[src/rtl/imm_fetch_ctrl_if.sv]
// Bundle of the start/memory/result signals of imm_fetch_ctrl.
// The master modport is the controller side; the slave modport is decode, memory and consumer.
interface imm_fetch_ctrl_if #(
  parameter int ADDR_W = 20
);
  logic              start;
  logic [1:0]        mode;
  logic [ADDR_W-1:0] base_addr;
  logic              busy;
  logic              mem_req;
  logic [ADDR_W-1:0] mem_addr;
  logic              mem_ack;
  logic [7:0]        mem_rdata;
  logic [19:0]       imm;
  logic              imm_valid;
  logic              imm_ready;
  logic              err;

  modport master (
    input  start, mode, base_addr, mem_ack, mem_rdata, imm_ready,
    output busy, mem_req, mem_addr, imm, imm_valid, err
  );

  modport slave (
    output start, mode, base_addr, mem_ack, mem_rdata, imm_ready,
    input  busy, mem_req, mem_addr, imm, imm_valid, err
  );
endinterface

[src/rtl/imm_fetch_ctrl.sv]
// Fetches 1 or 3 bytes over req/ack and builds a 20-bit immediate with a valid/ready result.
// Define IMM_SIGN_EXT_EN to make mode 1 sign-extend; otherwise mode 1 zero-extends like mode 0.
module imm_fetch_ctrl #(
  parameter int ADDR_W      = 20,
  parameter int TIMEOUT_CYC = 16
) (
  input  logic             clk,
  input  logic             rst_n,
  imm_fetch_ctrl_if.master bus
);

  typedef enum logic [1:0] {IDLE, FETCH, HOLD} state_t;

  state_t            state_q, state_d;
  logic [1:0]        cnt_q, cnt_d;
  logic [7:0]        tmo_q, tmo_d;
  logic [1:0]        mode_q, mode_d;
  logic [ADDR_W-1:0] base_q, base_d;
  logic [7:0]        b0_q, b0_d, b1_q, b1_d;
  logic [3:0]        b2_q, b2_d;
  logic              busy_q, busy_d;
  logic              mem_req_q, mem_req_d;
  logic [ADDR_W-1:0] mem_addr_q, mem_addr_d;
  logic [19:0]       imm_q, imm_d;
  logic              imm_valid_q, imm_valid_d;
  logic              err_q, err_d;
  logic [1:0]        last_cnt;

  function automatic logic [19:0] assemble(input logic [1:0] m, input logic [7:0] lo,
                                           input logic [7:0] mid, input logic [3:0] hi);
    logic [19:0] r;
    r = {12'b0, lo};
    if (m == 2'd2) r = {hi, mid, lo};
`ifdef IMM_SIGN_EXT_EN
    else if (m == 2'd1) r = {{12{lo[7]}}, lo};
`endif
    return r;
  endfunction

  assign last_cnt = (mode_q == 2'd2) ? 2'd2 : 2'd0;

  always_comb begin
    state_d     = state_q;
    cnt_d       = cnt_q;
    tmo_d       = tmo_q;
    mode_d      = mode_q;
    base_d      = base_q;
    b0_d        = b0_q;
    b1_d        = b1_q;
    b2_d        = b2_q;
    mem_req_d   = mem_req_q;
    mem_addr_d  = mem_addr_q;
    imm_d       = imm_q;
    imm_valid_d = imm_valid_q;
    err_d       = err_q;

    case (state_q)
      IDLE: begin
        if (bus.start) begin
          if (bus.mode != 2'd3) begin
            state_d    = FETCH;
            mode_d     = bus.mode;
            base_d     = bus.base_addr;
            cnt_d      = 2'd0;
            tmo_d      = 8'd0;
            mem_req_d  = 1'b1;
            mem_addr_d = bus.base_addr;
          end else begin
            state_d     = HOLD;
            imm_d       = 20'd0;
            err_d       = 1'b1;
            imm_valid_d = 1'b1;
          end
        end
      end
      FETCH: begin
        if (bus.mem_ack) begin
          tmo_d = 8'd0;
          case (cnt_q)
            2'd0:    b0_d = bus.mem_rdata;
            2'd1:    b1_d = bus.mem_rdata;
            default: b2_d = bus.mem_rdata[3:0];
          endcase
          if (cnt_q == last_cnt) begin
            state_d     = HOLD;
            mem_req_d   = 1'b0;
            imm_valid_d = 1'b1;
            err_d       = 1'b0;
            imm_d       = assemble(mode_q, b0_d, b1_d, b2_d);
          end else begin
            cnt_d      = cnt_q + 2'd1;
            mem_addr_d = base_q + ADDR_W'(cnt_q) + ADDR_W'(1);
          end
        end else if (tmo_q == 8'(TIMEOUT_CYC - 1)) begin
          state_d     = HOLD;
          mem_req_d   = 1'b0;
          imm_valid_d = 1'b1;
          err_d       = 1'b1;
          imm_d       = 20'd0;
        end else begin
          tmo_d = tmo_q + 8'd1;
        end
      end
      HOLD: begin
        if (bus.imm_ready) begin
          state_d     = IDLE;
          imm_valid_d = 1'b0;
          err_d       = 1'b0;
        end
      end
      default: state_d = IDLE;
    endcase

    busy_d = (state_d != IDLE);
  end

  always_ff @(posedge clk) begin
    if (!rst_n) begin
      state_q     <= IDLE;
      cnt_q       <= 2'd0;
      tmo_q       <= 8'd0;
      mode_q      <= 2'd0;
      base_q      <= '0;
      b0_q        <= 8'd0;
      b1_q        <= 8'd0;
      b2_q        <= 4'd0;
      busy_q      <= 1'b0;
      mem_req_q   <= 1'b0;
      mem_addr_q  <= '0;
      imm_q       <= 20'd0;
      imm_valid_q <= 1'b0;
      err_q       <= 1'b0;
    end else begin
      state_q     <= state_d;
      cnt_q       <= cnt_d;
      tmo_q       <= tmo_d;
      mode_q      <= mode_d;
      base_q      <= base_d;
      b0_q        <= b0_d;
      b1_q        <= b1_d;
      b2_q        <= b2_d;
      busy_q      <= busy_d;
      mem_req_q   <= mem_req_d;
      mem_addr_q  <= mem_addr_d;
      imm_q       <= imm_d;
      imm_valid_q <= imm_valid_d;
      err_q       <= err_d;
    end
  end

  assign bus.busy      = busy_q;
  assign bus.mem_req   = mem_req_q;
  assign bus.mem_addr  = mem_addr_q;
  assign bus.imm       = imm_q;
  assign bus.imm_valid = imm_valid_q;
  assign bus.err       = err_q;

endmodule

[src/flat_wrapper.sv]
// flat-port wrapper written by rule: the top's interface ports become plain ports
module imm_fetch_ctrl_flat 
#(
  parameter int ADDR_W      = 20,
  parameter int TIMEOUT_CYC = 16
)
  (clk, rst_n, bus_start, bus_mode, bus_base_addr, bus_mem_ack, bus_mem_rdata, bus_imm_ready, bus_busy, bus_mem_req, bus_mem_addr, bus_imm, bus_imm_valid, bus_err);
  imm_fetch_ctrl_if #(.ADDR_W(ADDR_W)) bus_i ();
  input  logic clk;
  input  logic rst_n;
  input wire logic [$bits(bus_i.start)-1:0] bus_start;
  input wire logic [$bits(bus_i.mode)-1:0] bus_mode;
  input wire logic [$bits(bus_i.base_addr)-1:0] bus_base_addr;
  input wire logic [$bits(bus_i.mem_ack)-1:0] bus_mem_ack;
  input wire logic [$bits(bus_i.mem_rdata)-1:0] bus_mem_rdata;
  input wire logic [$bits(bus_i.imm_ready)-1:0] bus_imm_ready;
  output wire logic [$bits(bus_i.busy)-1:0] bus_busy;
  output wire logic [$bits(bus_i.mem_req)-1:0] bus_mem_req;
  output wire logic [$bits(bus_i.mem_addr)-1:0] bus_mem_addr;
  output wire logic [$bits(bus_i.imm)-1:0] bus_imm;
  output wire logic [$bits(bus_i.imm_valid)-1:0] bus_imm_valid;
  output wire logic [$bits(bus_i.err)-1:0] bus_err;
  assign bus_i.start = bus_start;
  assign bus_i.mode = bus_mode;
  assign bus_i.base_addr = bus_base_addr;
  assign bus_i.mem_ack = bus_mem_ack;
  assign bus_i.mem_rdata = bus_mem_rdata;
  assign bus_i.imm_ready = bus_imm_ready;
  assign bus_busy = bus_i.busy;
  assign bus_mem_req = bus_i.mem_req;
  assign bus_mem_addr = bus_i.mem_addr;
  assign bus_imm = bus_i.imm;
  assign bus_imm_valid = bus_i.imm_valid;
  assign bus_err = bus_i.err;
  imm_fetch_ctrl #(.ADDR_W(ADDR_W), .TIMEOUT_CYC(TIMEOUT_CYC)) u_core (.clk(clk), .rst_n(rst_n), .bus(bus_i));
endmodule
[config.mk]
export PLATFORM = sky130hd
export DESIGN_NAME = imm_fetch_ctrl_flat
export DESIGN_NICKNAME = d
export VERILOG_FILES = /design/src/rtl/imm_fetch_ctrl_if.sv /design/src/rtl/imm_fetch_ctrl.sv /design/src/flat_wrapper.sv
export SDC_FILE = /design/constraint.sdc
export NUM_CORES = 1
export LEC_CHECK = 0
export CAP_MARGIN = 20
export CORE_MARGIN = 4
export CORE_UTILIZATION = 28
export DETAILED_ROUTE_END_ITERATION = 8
export HOLD_SLACK_MARGIN = 0.08
export PLACE_DENSITY = 0.56
export REMOVE_ABC_BUFFERS = 1
export SYNTH_ARGS = -nofsm -noshare
export SYNTH_HDL_FRONTEND = slang
export SYNTH_SLANG_ARGS = --single-unit
[constraint.sdc]
create_clock -name clk -period 5.62 [get_ports clk]
set_input_delay 1.405 -clock clk [delete_from_list [all_inputs] [get_ports clk]]
set_output_delay 1.405 -clock clk [all_outputs]
set_load 0.005 [all_outputs]
==> impl_metrics.csv <==
group,metric,value,unit
grt,globalRoute.totalOverflow,0,
grt,grt_pass1_wl,20800,µm
finish,multi_input_area,0.00244,mm²
sta,fin_crit,3320,ps
detailed_routing,wl_per_cell,15.4,µm
critical_path,critPathLaunchType,"input pin",
detailed_routing,routed-via-count,4150,
pwr,power.switching,0.421,mW
detailed_routing,totalWireLength,12900,µm
synth,synth_seq_cells,98,
floorplan,rows,46,
synth,synth_cell_types,57,
floorplan,die_height,136,µm
critical_path,r2r-end,"u_core.bus.mem_addr[14]$_SDFFE_PN0P_",
floorplan,start_util,28.7,%
finish,fillCellCount,1642,
sta,finalHoldWorstSlack,450,ps
pwr,switching_share,25.5,%
cts,cts.clk_slew.worst_paths,70,ps
placement,placed_area,0.00555,mm²
critical_path,r2r_setup_slack,2760,ps
grt,grt_pass1_vias,4023,
finish,area_delta_synth_final,28.5,%
sta,finalSetupViolations,0,
detailed_routing,post-route-drc-count,0,
cts,cts_resized,0,
synth,ys.flop_type,"dfxtp_1",
cts,clock_sinks,98,
min_path,min_path_type,"flop to flop",
floorplan,die_w,136,µm
sta,worst_pin_slew,947,ps
pwr,p_leak,1.91,nW
sta,rsz0062_at_grt,"false",
pwr,p_int,1.23,mW
grt,grt_antenna_before_repair,0,
finish,layout.nets,662,
placement,place.gp.congestion,0.782,
detailed_routing,drt_iter0_markers,279,
finish,diodes,0,
finish,post-route-util,36.9,%
finish,fin_cells,841,
sta,skew,8.26,ps
cts,h-tree-depth,3,
cts,post_cts_buffers,0,
job,maxCapViolations,0,
synth,yosys_warnings,0,
grt,grtUsageTotal,14.1,%
critical_path,path_max_fanout,16,
pwr,finalPower,1.65,mW
pwr,p_seq_share,45.9,%
synth,syn_area_per_cell,8.17,µm²
min_path,hold_path_depth,2,
synth,async_flop_share,0,%
outcome,status,"finished, final reports clean",
min_path,holdCritStartpoint,"u_core.bus.imm[8]$_SDFFE_PN0P_",
pwr,clockPowerShare,40.5,%
floorplan,core_area,0.0159,mm²
critical_path,cp-end-kind,"flop",
critical_path,worst_ep_arrival_time,3600,ps
sta,maxSlewViolCount,0,
placement,post-place-ws,1930,ps
finish,layout-drive-gt1-share,6.88,%
placement,io_buffers,78,
cts,clock_path_buffers,2,
cts,cts_root_buffer,"clkbuf_16",
critical_path,path_class,"input pin to flop",
synth,synth-edff-count,0,
pwr,power.density,281,mW/mm²
placement,dp_cells,825,
finish,design_area,0.00588,mm²
placement,hpwl,8990,µm
detailed_routing,drt-pass1-iter-count,4,
sta,slew_headroom,36.4,%
grt,grt_max_degree,46,
synth,netlist_instances,560,
sta,period_share,59.2,%
synth,seq_area_frac_synth,42.9,%
sta,fmax,0.301,GHz
floorplan,ios,79,
critical_path,r2r-start,"u_core.cnt_q[0]$_SDFFE_PN0P_",
sta,layout_setup_ws,2300,ps
detailed_routing,viasPerCell,4.93,
critical_path,r2r_cells,8,
cts,insertion_delay,350,ps
min_path,hold_end,"u_core.bus.imm[8]$_SDFFE_PN0P_",
pwr,comb_power_share,13.6,%
cts,cts_buffers,9,
sta,finalSetupTns,0,ps
detailed_routing,ant_nets,0,
synth,syn_area,0.00458,mm²
finish,regArea,0.00196,mm²
pwr,ir_worst_vdd,0.156,mV
cts,cts_tree,"done",
floorplan,die-area,0.0185,mm²
sta,hold_viol_final,0,
critical_path,crit_required,5900,ps
cts,hold_buffers,0,
[worst max-delay path, stage by stage]
cell	delay, ps
clkdlybuf4s50_1	890
buf_4	300
nand4b_1	420
or3_1	490
o21ai_1	80
[flip-flops by register name, indices dropped and copies added, names as in the netlist]
| name | flops |
|---|---|
| u_core.state_q | 2 |
| u_core.b0_q | 8 |
| u_core.bus.imm_valid | 1 |
| u_core.bus.mem_req | 1 |
| u_core.bus.mem_addr | 20 |
| u_core.base_q | 20 |
| u_core.bus.err | 1 |
| u_core.b1_q | 8 |
| u_core.tmo_q | 8 |
| u_core.cnt_q | 2 |
| u_core.mode_q | 2 |
| u_core.b2_q | 4 |
| u_core.bus.imm | 20 |
| u_core.bus.busy | 1 |
[layer usage]
layer | part of all wire, % | vias up | global-route usage [%]
met2 | 47 | 98 | 24.1
met5 | 0 | - | 0
li1 | - | 2085 | -
met3 | 5.7 | 11 | 4.03
met4 | 1.2 | 0 | 3.98
met1 | 46 | 1956 | 17.3
[cell type report]
class | instances | share of cell area [%]
inverters | 13 | 0.830
well taps | 216 | 4.59
clock buffers | 11 | 4.13
clock inverters | 4 | 1.30
multi-input cells | 414 | 41.6
repair buffers | 85 | 14.2
flip-flops and latches | 98 | 33.4
[Yosys cell counts, types with 2 or more instances]
| master | instances | share of area [%] |
|---|---|---|
| nand3_1 | 20 | 2.2 |
| o21ai_0 | 27 | 3.0 |
| a21boi_0 | 3 | 0.49 |
| o21a_1 | 3 | 0.49 |
| buf_2 | 5 | 0.55 |
| o221ai_1 | 2 | 0.38 |
| a211o_1 | 7 | 1.3 |
| inv_1 | 13 | 1.1 |
| nor4_1 | 6 | 0.82 |
| or4_4 | 2 | 0.49 |
| o21ai_1 | 10 | 1.1 |
| o2111ai_1 | 2 | 0.38 |
| mux2_2 | 8 | 2.0 |
| xor2_1 | 9 | 1.7 |
| dfxtp_1 | 98 | 43 |
| a211oi_1 | 9 | 1.5 |
| a21oi_1 | 62 | 6.8 |
| a22oi_1 | 2 | 0.33 |
| a311oi_2 | 2 | 0.66 |
| o22ai_1 | 3 | 0.41 |
| or3_1 | 15 | 2.1 |
| clkbuf_1 | 26 | 2.1 |
| nor2_1 | 31 | 2.5 |
| nand2_1 | 110 | 9.0 |
| mux2i_1 | 16 | 3.5 |
| o211ai_1 | 4 | 0.66 |
| and2_1 | 2 | 0.27 |
| buf_1 | 2 | 0.16 |
| o31ai_1 | 2 | 0.33 |
| and3_1 | 5 | 0.68 |
| a31oi_1 | 2 | 0.27 |
| nand4_1 | 4 | 0.55 |
| xnor2_1 | 11 | 2.1 |
| nor3_1 | 9 | 0.98 |
| nor2b_1 | 2 | 0.27 |
| ha_1 | 5 | 1.4 |
[cell families (layout without fill, tap and decap cells)]
logic type      Yosys count  count (layout)  share of synthesized area [%]
xor+xnor                 20              20                           3.83
flops                    98              98                           42.9
simple gates            215             215                           21.9
buf+inv                  48             113                           4.26
mux                      24              24                           5.47
compound gates          149             149                           19.9
fa+ha+maj                 6               6                           1.80
[layout by cell type (no fill, tap or decap), drive strengths merged, types with 3 or more instances in the layout]
cell type,Yosys,layout
nand2,110,110
dfxtp,98,98
clkdlybuf4s50,0,78
a21oi,62,62
o21ai,37,37
nor2,31,31
nand3,21,21
mux2i,16,16
or3,15,15
inv,13,13
xnor2,11,11
clkbuf,27,11
nor3,10,10
a211oi,9,9
xor2,9,9
mux2,8,8
a211o,7,7
nor4,7,7
buf,8,7
and3,5,5
ha,5,5
nand4,4,4
o211ai,4,4
o21a,3,3
a21boi,3,3
o22ai,3,3
a311oi,3,3
[power by group through the flow]
stage	Sequential (mW)	Clock [mW]	Combinational, mW
floorplan	0.768	0	0.110
global placement	0.774	0	0.221
detailed placement	0.775	0	0.225
CTS	0.759	0.684	0.226
global route	0.763	0.711	0.250
finish	0.759	0.669	0.225
[how the worst max path moves through the flow]
stage | startpoint | end | slack (ps) | cells after the start
CTS | rst_n | u_core.bus.imm[15]$_SDFFE_PN0P_ | 2290 | 5
finish | rst_n | u_core.bus.imm[15]$_SDFFE_PN0P_ | 2300 | 5
floorplan | bus_start | u_core.bus.mem_addr[16]$_SDFFE_PN0P_ | 2210 | 5
global route | rst_n | u_core.bus.imm[17]$_SDFFE_PN0P_ | 2150 | 5
global placement | rst_n | u_core.bus.imm[17]$_SDFFE_PN0P_ | 1990 | 5
detailed placement | rst_n | u_core.bus.imm[15]$_SDFFE_PN0P_ | 1930 | 5
Power figures use the tool's default switching activity.
